**src/rtl/char_reg_pkg.sv**
```systemverilog
// Shared constants and types for the character-recognition picture path.
package char_reg_pkg;

    localparam int unsigned IMG_W        = 28;
    localparam int unsigned IMG_H        = 28;
    localparam int unsigned PIX_W        = 8;
    localparam int unsigned PIC_ADDR_W   = 10;
    localparam int unsigned FRAME_PIXELS = IMG_W * IMG_H;

    typedef enum logic [1:0] {
        IDLE,
        RUN,
        DONE
    } rd_state_t;

endpackage

```
**src/rtl/pix_skid_buf.sv**
```systemverilog
// Two-entry FIFO that holds tagged pixels returned from the picture RAM.
module pix_skid_buf #(
    parameter int unsigned WIDTH = 19
) (
    input  logic             clk,
    input  logic             rst,
    input  logic             i_push,
    input  logic             i_pop,
    input  logic [WIDTH-1:0] i_data,
    output logic [WIDTH-1:0] o_head,
    output logic [1:0]       o_count
);

    logic [WIDTH-1:0] r_mem [2];
    logic             r_rd_ptr;
    logic             r_wr_ptr;
    logic [1:0]       r_count;

    always_ff @(posedge clk or posedge rst) begin
        if (rst) begin
            r_mem[0] <= '0;
            r_mem[1] <= '0;
            r_rd_ptr <= 1'b0;
            r_wr_ptr <= 1'b0;
            r_count  <= '0;
        end else begin
            if (i_push) begin
                r_mem[r_wr_ptr] <= i_data;
                r_wr_ptr        <= ~r_wr_ptr;
            end
            if (i_pop) begin
                r_rd_ptr <= ~r_rd_ptr;
            end
            case ({i_push, i_pop})
                2'b10:   r_count <= r_count + 2'd1;
                2'b01:   r_count <= r_count - 2'd1;
                default: r_count <= r_count;
            endcase
        end
    end

    assign o_head  = r_mem[r_rd_ptr];
    assign o_count = r_count;

    // The reader's credit rule must make both of these impossible.
    a_no_overflow: assert property (@(posedge clk) disable iff (rst)
        !(i_push && !i_pop && r_count == 2'd2));
    a_no_underflow: assert property (@(posedge clk) disable iff (rst)
        !(i_pop && r_count == 2'd0));

endmodule

```
**src/rtl/pic_ram_reader.sv**
```systemverilog
// Frame-read sequencer: walks the picture RAM in raster order and streams tagged pixels.
module pic_ram_reader #(
    parameter int unsigned IMG_W     = char_reg_pkg::IMG_W,
    parameter int unsigned IMG_H     = char_reg_pkg::IMG_H,
    parameter int unsigned ADDR_W    = char_reg_pkg::PIC_ADDR_W,
    parameter int unsigned DATA_W    = char_reg_pkg::PIX_W,
    parameter int unsigned BASE_ADDR = 0
) (
    input  logic              clk,
    input  logic              rst,
    input  logic              start,
    output logic              busy,
    output logic              done,
    output logic [ADDR_W-1:0] ram_addr,
    input  logic [DATA_W-1:0] ram_data,
    output logic              pix_valid,
    input  logic              pix_ready,
    output logic [DATA_W-1:0] pix_data,
    output logic [4:0]        pix_row,
    output logic [4:0]        pix_col,
    output logic              pix_last
);

    import char_reg_pkg::*;

    localparam int unsigned NPIX  = IMG_W * IMG_H;
    localparam int unsigned CNT_W = $clog2(NPIX + 1);
    localparam int unsigned ENT_W = DATA_W + 11;

    rd_state_t         r_state;
    rd_state_t         w_state_next;
    logic [CNT_W-1:0]  r_issue_cnt;
    logic              r_in_flight;
    logic [ADDR_W-1:0] r_ram_addr;
    logic [4:0]        r_tag_row;
    logic [4:0]        r_tag_col;

    logic [ENT_W-1:0]  w_push_ent;
    logic [ENT_W-1:0]  w_head;
    logic [1:0]        w_count;
    logic [2:0]        w_occ;
    logic              w_valid;
    logic              w_pop;
    logic              w_issue;
    logic              w_start_acc;
    logic              w_tag_last;
    logic              w_head_last;
    logic              w_last_hs;

    assign w_valid     = (w_count != 2'd0);
    assign w_pop       = w_valid & pix_ready;
    assign w_head_last = w_head[ENT_W-1];
    assign w_last_hs   = w_pop & w_head_last;
    assign w_start_acc = (r_state == IDLE) & start;

    // Credit counts the beat leaving this cycle so a full-rate stream never bubbles.
    assign w_occ   = {2'b00, r_in_flight} + {1'b0, w_count};
    assign w_issue = (r_state == RUN) && (r_issue_cnt < CNT_W'(NPIX))
                     && (w_occ < (3'd2 + {2'b00, w_pop}));

    always_ff @(posedge clk or posedge rst) begin
        if (rst) begin
            r_state <= IDLE;
        end else begin
            r_state <= w_state_next;
        end
    end

    always_comb begin
        w_state_next = r_state;
        busy         = 1'b0;
        done         = 1'b0;
        case (r_state)
            IDLE: begin
                if (start) w_state_next = RUN;
            end
            RUN: begin
                busy = 1'b1;
                if (w_last_hs) w_state_next = DONE;
            end
            DONE: begin
                done         = 1'b1;
                w_state_next = IDLE;
            end
            default: w_state_next = IDLE;
        endcase
    end

    // Row/col tags advance as pixels enter the FIFO, which is also handshake order.
    assign w_tag_last = (r_tag_row == 5'(IMG_H - 1)) && (r_tag_col == 5'(IMG_W - 1));
    assign w_push_ent = {w_tag_last, r_tag_row, r_tag_col, ram_data};

    always_ff @(posedge clk or posedge rst) begin
        if (rst) begin
            r_issue_cnt <= '0;
            r_in_flight <= 1'b0;
            r_ram_addr  <= ADDR_W'(BASE_ADDR);
            r_tag_row   <= '0;
            r_tag_col   <= '0;
        end else begin
            r_in_flight <= w_issue;
            if (w_start_acc) begin
                r_issue_cnt <= '0;
                r_ram_addr  <= ADDR_W'(BASE_ADDR);
                r_tag_row   <= '0;
                r_tag_col   <= '0;
            end else begin
                if (w_issue) begin
                    r_issue_cnt <= r_issue_cnt + CNT_W'(1);
                    if (r_issue_cnt != CNT_W'(NPIX - 1)) begin
                        r_ram_addr <= r_ram_addr + ADDR_W'(1);
                    end
                end
                if (r_in_flight) begin
                    if (r_tag_col == 5'(IMG_W - 1)) begin
                        r_tag_col <= '0;
                        r_tag_row <= r_tag_row + 5'd1;
                    end else begin
                        r_tag_col <= r_tag_col + 5'd1;
                    end
                end
            end
        end
    end

    pix_skid_buf #(
        .WIDTH(ENT_W)
    ) u_skid (
        .clk    (clk),
        .rst    (rst),
        .i_push (r_in_flight),
        .i_pop  (w_pop),
        .i_data (w_push_ent),
        .o_head (w_head),
        .o_count(w_count)
    );

    assign ram_addr  = r_ram_addr;
    assign pix_valid = w_valid;
    assign pix_data  = w_head[DATA_W-1:0];
    assign pix_col   = w_head[DATA_W +: 5];
    assign pix_row   = w_head[DATA_W+5 +: 5];
    assign pix_last  = w_valid & w_head_last;

endmodule

```
**config.mk**
```make
export PLATFORM = sky130hd
export DESIGN_NAME = pic_ram_reader
export DESIGN_NICKNAME = d
export VERILOG_FILES = /design/src/rtl/char_reg_pkg.sv /design/src/rtl/pix_skid_buf.sv /design/src/rtl/pic_ram_reader.sv
export SDC_FILE = /design/constraint.sdc
export NUM_CORES = 1
export LEC_CHECK = 0
export CAP_MARGIN = 20
export CORE_ASPECT_RATIO = 0.9
export CORE_UTILIZATION = 50
export CTS_CLUSTER_DIAMETER = 150
export DETAILED_ROUTE_END_ITERATION = 10
export GPL_TIMING_DRIVEN = 0
export MAX_ROUTING_LAYER = met4
export PLACE_DENSITY = 0.82
export SETUP_SLACK_MARGIN = 0.05
export SLEW_MARGIN = 20
export SYNTH_ARGS = -nofsm -noshare
export SYNTH_HDL_FRONTEND = slang
export SYNTH_SLANG_ARGS = --single-unit
```
**constraint.sdc**
```tcl
create_clock -name clk -period 3.3 [get_ports clk]
set_clock_uncertainty 0.15 [all_clocks]
set_input_delay 0.66 -clock clk [delete_from_list [all_inputs] [get_ports clk]]
set_output_delay 0.66 -clock clk [all_outputs]
set_load 0.05 [all_outputs]
```
---- Word level (Yosys, flattened, before mapping) ----
Cells that the tools add are included.
operators by class
  $add $sub $neg .......................... 8
  magnitude comparators ................... 5
  equality and inequality tests ........... 9
  muxes and demuxes ....................... 23
  bitwise gates (word level) .............. 8
  reductions and logical operators ........ 14
operators by type and width
  cell                     count
  $mux W19                 4
  $mux W10                 5
  $bwmux W38               1
  $mux W5                  6
  $add A10 B1 Y10 const B  2
  $demux W19 S1            1
  $reduce_bool A2 Y1       6
  $add A5 B1 Y5 const B    2
  $eq A5 B5 Y1 const B     2
  $lt A10 B10 Y1 const B   1
  $ne A10 B10 Y1 const B   1
  $pmux W2 S2              2
  $reduce_and A2 Y1        3
  $and A1 B1 Y1            4
  $eq A2 B1 Y1 const B     2
  $eq A2 B2 Y1 const B     2
  $ge A2 B2 Y1 const B     2
  $logic_and A1 B1 Y1      4
  $mux W2                  2
  $ne A2 B2 Y1 const B     2
  $not A1 Y2               2
  $add A1 B2 Y3            1
  $add A2 B1 Y3 const A    1
  $lt A3 B3 Y1             1
  6 further kinds          8
storage, ports and cells
  register bits ........................... 75
  bits of input ports ..................... 12
  output and inout port bits .............. 32
  logic and storage cells ................. 78

---- Logic depth before layout (Yosys ltp) ----
  word-level depth ........................ 7
  mapped depth ............................ 7
  mapped depth without buffers ............ 7

---- Cells and area by module ----
From an unflattened synthesis, not the netlist that was laid out.
second synthesis, totals
  cell total of the unflattened synthesis .. 299
  area, all modules ....................... 3599.7 um^2
modules (own cells, without submodules)
  module          instances  cells an instance  area an instance (um^2)  sequential area each (um^2)
  pix_skid_buf    1          115                1863.0                   1051.0
  pic_ram_reader  1          184                1736.7                   825.8

---- Worst setup path before layout ----
Ideal clock, no wire load.
  kind .................................... reg2out
  start point ............................. register u_skid.r_rd_ptr
  end point ............................... output port pix_last
  arrival ................................. 1.495 ns
  data required time ...................... 2.490 ns
  path slack .............................. 0.995 ns
  cell stages (with the launch flop) ...... 4
  buffers on the path ..................... 1
  cell sequence ........................... dfrtp_1 > clkbuf_1 > mux2i_1 > nor2_1
between the ends
  cells in the longest elaborated chain, start to end .. 5
RTL lines
  item                                          line                   source
  from (decl)                                   pix_skid_buf.sv:15     logic r_rd_ptr;
  from (signal assigned)                        pix_skid_buf.sv:32     r_rd_ptr <= ~r_rd_ptr;
  $not A1 Y2 (implied by the code)              pix_skid_buf.sv:42     assign o_head = r_mem[r_rd_ptr];
  $mux W19 (implied by the code) (3 in series)  pix_skid_buf.sv:42
  $and A1 B1 Y1                                 pic_ram_reader.sv:143  assign pix_last = w_valid & w_head_last;
  to (decl)                                     pic_ram_reader.sv:21   output logic pix_last
No other way between the ends. The select of a mux whose other input is x is not followed.

---- Worst setup path after layout ----
  start point ............................. register u_skid.r_rd_ptr
  end point ............................... output port pix_col[2]
between the ends
  cells in the longest elaborated chain, start to end .. 4
RTL lines
  item                                          line                  source
  $not A1 Y2 (implied by the code)              pix_skid_buf.sv:42
  $mux W19 (implied by the code) (3 in series)  pix_skid_buf.sv:42
  to (decl)                                     pic_ram_reader.sv:20  output logic [4:0] pix_col,
No other way between the ends. The select of a mux whose other input is x is not followed.

==> flow_summary_export.csv <==
group,metric,value,unit
setup_path,r2r_end,"ram_addr[9]$_DFFE_PP0P_",
logic_synthesis,syn_area,0.00351,mm²
global_route,grt.overflow.total,0,
worst_hold_path,hold_path.class,"flip-flop to flip-flop",
final_layout,final_cell_mix,"dfrtp_1, mux2_2, clkdlybuf4s50_1",
detailed_routing,via_per_inst,5.41,
setup_path,rr_worst_depth,7,
detailed_routing,drt_iter0_drc,143,
timing,fin_crit,3.17,ns
clocking,h-tree-depth,3,
worst_hold_path,min_to,"u_skid.r_mem[18]$_DFFE_PP0P_",
clocking,cts_setup_buffers,0,
setup_path,worstPathArrival,2.36,ns
clocking,cts_root_buf,"clkbuf_8",
timing,hold_ws,0.350,ns
power,vdd_drop_max,0.519,mV
global_route,grt_pass1_wl,11000,µm
place,place.port_buffers,43,
logic_synthesis,synth.avg_cell_area,12.1,µm²
outcome,outcome,"completed",
floorplan,placementRows,28,
setup_path,r2r_slack,0.89,ns
final_layout,drive_above_1_share,23.2,%
floorplan,ios,44,
detailed_routing,wire_per_inst,15.1,µm
worst_hold_path,min-delay-start,"u_skid.r_mem[18]$_DFFE_PP0P_",
final_layout,final_common_cell,"dfrtp_1",
floorplan,fp.dieH,81.5,µm
global_route,antenna_found_initial,0,
timing,slew_viol_final,0,
setup_path,cp_data_required_time,2.49,ns
logic_synthesis,seq_area_frac_synth,53.5,%
timing,rsz0062_at_grt,"no",
logic_synthesis,syn_nets,309,
global_route,grt_max_degree,58,
global_route,grt_use_total,20.1,%
setup_path,reg2reg_from,"u_skid.o_count[0]$_DFFE_PP0P_",
final_layout,fin_cells,439,
clocking,cts_max_path_buffers,2,
timing,hold_viol_final,0,
setup_path,endpoint_kind,"output port",
global_route,met2_usage,29.7,%
place,dp_hpwl,4570,µm
final_layout,synthToLayoutAreaGrowth,21.8,%
floorplan,initial_core_util,52.5,%
worst_hold_path,holdPathStages,2,
timing,fmax,316,MHz
global_route,grt_busiest_layer,"met2",
global_route,grt_use_met1,27.2,%
clocking,clock-sinks,75,
detailed_routing,routed_wl,6610,µm
timing,finalSetupViolCount,0,
timing,maxSlewHeadroom,55.7,%
setup_path,crit_fanout,10,
floorplan,die_width,90.3,µm
clocking,clk_latency,0.35,ns
clocking,clk_pin_slew,0.08,ns
setup_path,worst_setup_path_start_kind,"flip-flop",
place,dp.cells,424,
global_route,grt_util_met3,4.07,%
detailed_routing,dr_total_vias,2376,
run,maxCapViolCount,0,
detailed_routing,drt_pass1_iterations,4,
power,power,0.00454,W
place,gp_congestion,0.818,
final_layout,nFillCells,514,
power,power_density,1060,mW/mm²
logic_synthesis,ys_types,41,
clocking,cts_made_buffers,9,
final_layout,antennaDiodeCount,0,
detailed_routing,drcViolationCount,0,
timing,worstMarginPinSlew,0.665,ns
logic_synthesis,netlist_instances,290,
global_route,grt_pass1_vias,2245,
power,p_leak,1.86,nW
clocking,cts_tree,"done",
clocking,cts_hold_buf,0,
floorplan,core-area,0.00669,mm²
setup_path,critPathKind,"flip-flop to output port",
logic_synthesis,yosysWarnings,0,
final_layout,layout.nets,364,
floorplan,die_area,0.00736,mm²
logic_synthesis,synth_seq_cells,75,
timing,post-route-period-util,96.0,%
detailed_routing,drtAntennaViolNets,0,
==> cells in the mapped netlist (all sizes together) <==
| cell type | number | area, µm² |
|---|---|---|
| mux2 | 54 | 608 |
| and4 | 2 | 17.5 |
| or4 | 2 | 15.0 |
| nand3 | 5 | 37.5 |
| nor4 | 5 | 37.5 |
| nand4 | 9 | 56.3 |
| or2 | 1 | 6.26 |
| clkinv | 1 | 3.75 |
| clkbuf | 8 | 30.0 |
| nand2b | 2 | 12.5 |
| buf | 3 | 15.0 |
| ha | 7 | 87.6 |
| mux2i | 8 | 80.1 |
| nand2 | 19 | 71.3 |
| o21ai | 6 | 33.8 |
| o211ai | 2 | 15.0 |
| a21o | 1 | 7.51 |
| o21a | 1 | 7.51 |
| or3 | 1 | 6.26 |
| o2111a | 1 | 11.3 |
| nand3b | 1 | 7.51 |
| or4b | 1 | 10.0 |
| nor2 | 24 | 92.6 |
| nor3 | 5 | 25.0 |
| o2111ai | 3 | 26.3 |
| xor2 | 9 | 78.8 |
| nor2b | 2 | 12.5 |
| inv | 5 | 18.8 |
| a21oi | 6 | 30.0 |
| nor3b | 3 | 27.5 |
| o31ai | 4 | 30.0 |
| xnor2 | 11 | 96.3 |
| and2 | 1 | 6.26 |
| and3 | 2 | 12.5 |
| dfrtp | 75 | 1880 |
==> cell families after synthesis <==
group	Yosys count	share of synthesized area (%)
adders and majority gates	7	2.49
buffers and inverters	17	1.92
DFF	75	53.5
muxes	62	19.6
and+or+nand+nor	85	12.9
xor gates and xnor gates	20	4.99
AOI/OAI and AO/OA	24	4.60
==> how the worst max path moves through the flow <==
stage | slack (ns) | depth (start not counted) | endpoint | start
global placement | -0.58 | 2 | u_skid.r_mem[32]$_DFFE_PP0P_ | rst
global route | 0.07 | 3 | pix_col[2] | u_skid.r_rd_ptr$_DFFE_PP0P_
floorplan | 0.58 | 1 | r_in_flight$_DFF_PP0_ | rst
finish | 0.13 | 3 | pix_col[2] | u_skid.r_rd_ptr$_DFFE_PP0P_
CTS | 0.09 | 4 | pix_last | u_skid.r_rd_ptr$_DFFE_PP0P_
detailed placement | 0.48 | 4 | pix_last | u_skid.r_rd_ptr$_DFFE_PP0P_
==> worst max-delay path, stage by stage, from the launching register on <==
cell and delay (ns):
dfrtp_1 0.35, clkbuf_1 0.52, mux2_2 0.44, clkdlybuf4s50_1 0.70
==> routing by layer <==
layer  wire, µm  vias up
met5          0        -
met4         87        0
met3        262        9
met2       3090       53
met1       3170     1166
li1           -     1148
==> power by group <==
part	leakage [nW]	total (W)	switching (W)	internal, W
sequential	0.956	0.00152	0.000253	0.00127
combinational	0.813	0.00233	0.00136	0.000969
clock	0.0954	0.000690	0.000324	0.000366
total	1.86	0.00454	0.00194	0.00260
==> sequential cells by signal (all words and copies together) (netlist names) <==
signal / cells
u_skid.o_count: 2
r_issue_cnt: 10
r_in_flight: 1
u_skid.r_mem: 38
ram_addr: 10
u_skid.r_wr_ptr: 1
u_skid.r_rd_ptr: 1
r_tag_col: 5
r_state: 2
r_tag_row: 5
==> area by class of cell <==
cell class                 count  area, µm²  share of cell area, %
sequential                    75       1880                   43.9
buffer                        11       46.3                   1.08
multi-input combinational    198       1570                   36.6
tap                           90        113                   2.63
clock buffer                  11        141                   3.31
inverter                       6       25.0                  0.585
timing repair buffer          44        458                   10.7
clock inverter                 4       51.3                   1.20
==> repair_timing <==
item	4_1_cts	5_1_grt
endpoints found under the setup margin	0	1
endpoints found under the hold margin	0	0
gates resized for setup	0	2
==> stage by stage <==
step,worst slack [ns],util [%],TNS [ns],area [µm²]
2_1_floorplan,0.580,-,0,3510
3_3_place_gp,-0.580,60.6,-43.23,4050
3_5_place_dp,0.479,61.0,0,4080
4_1_cts,0.0888,63.9,0,4280
5_1_grt,0.0663,63.9,0,4280
6_report,0.133,63.9,0,4280
Note: power is estimated with default switching activity, not from simulation.
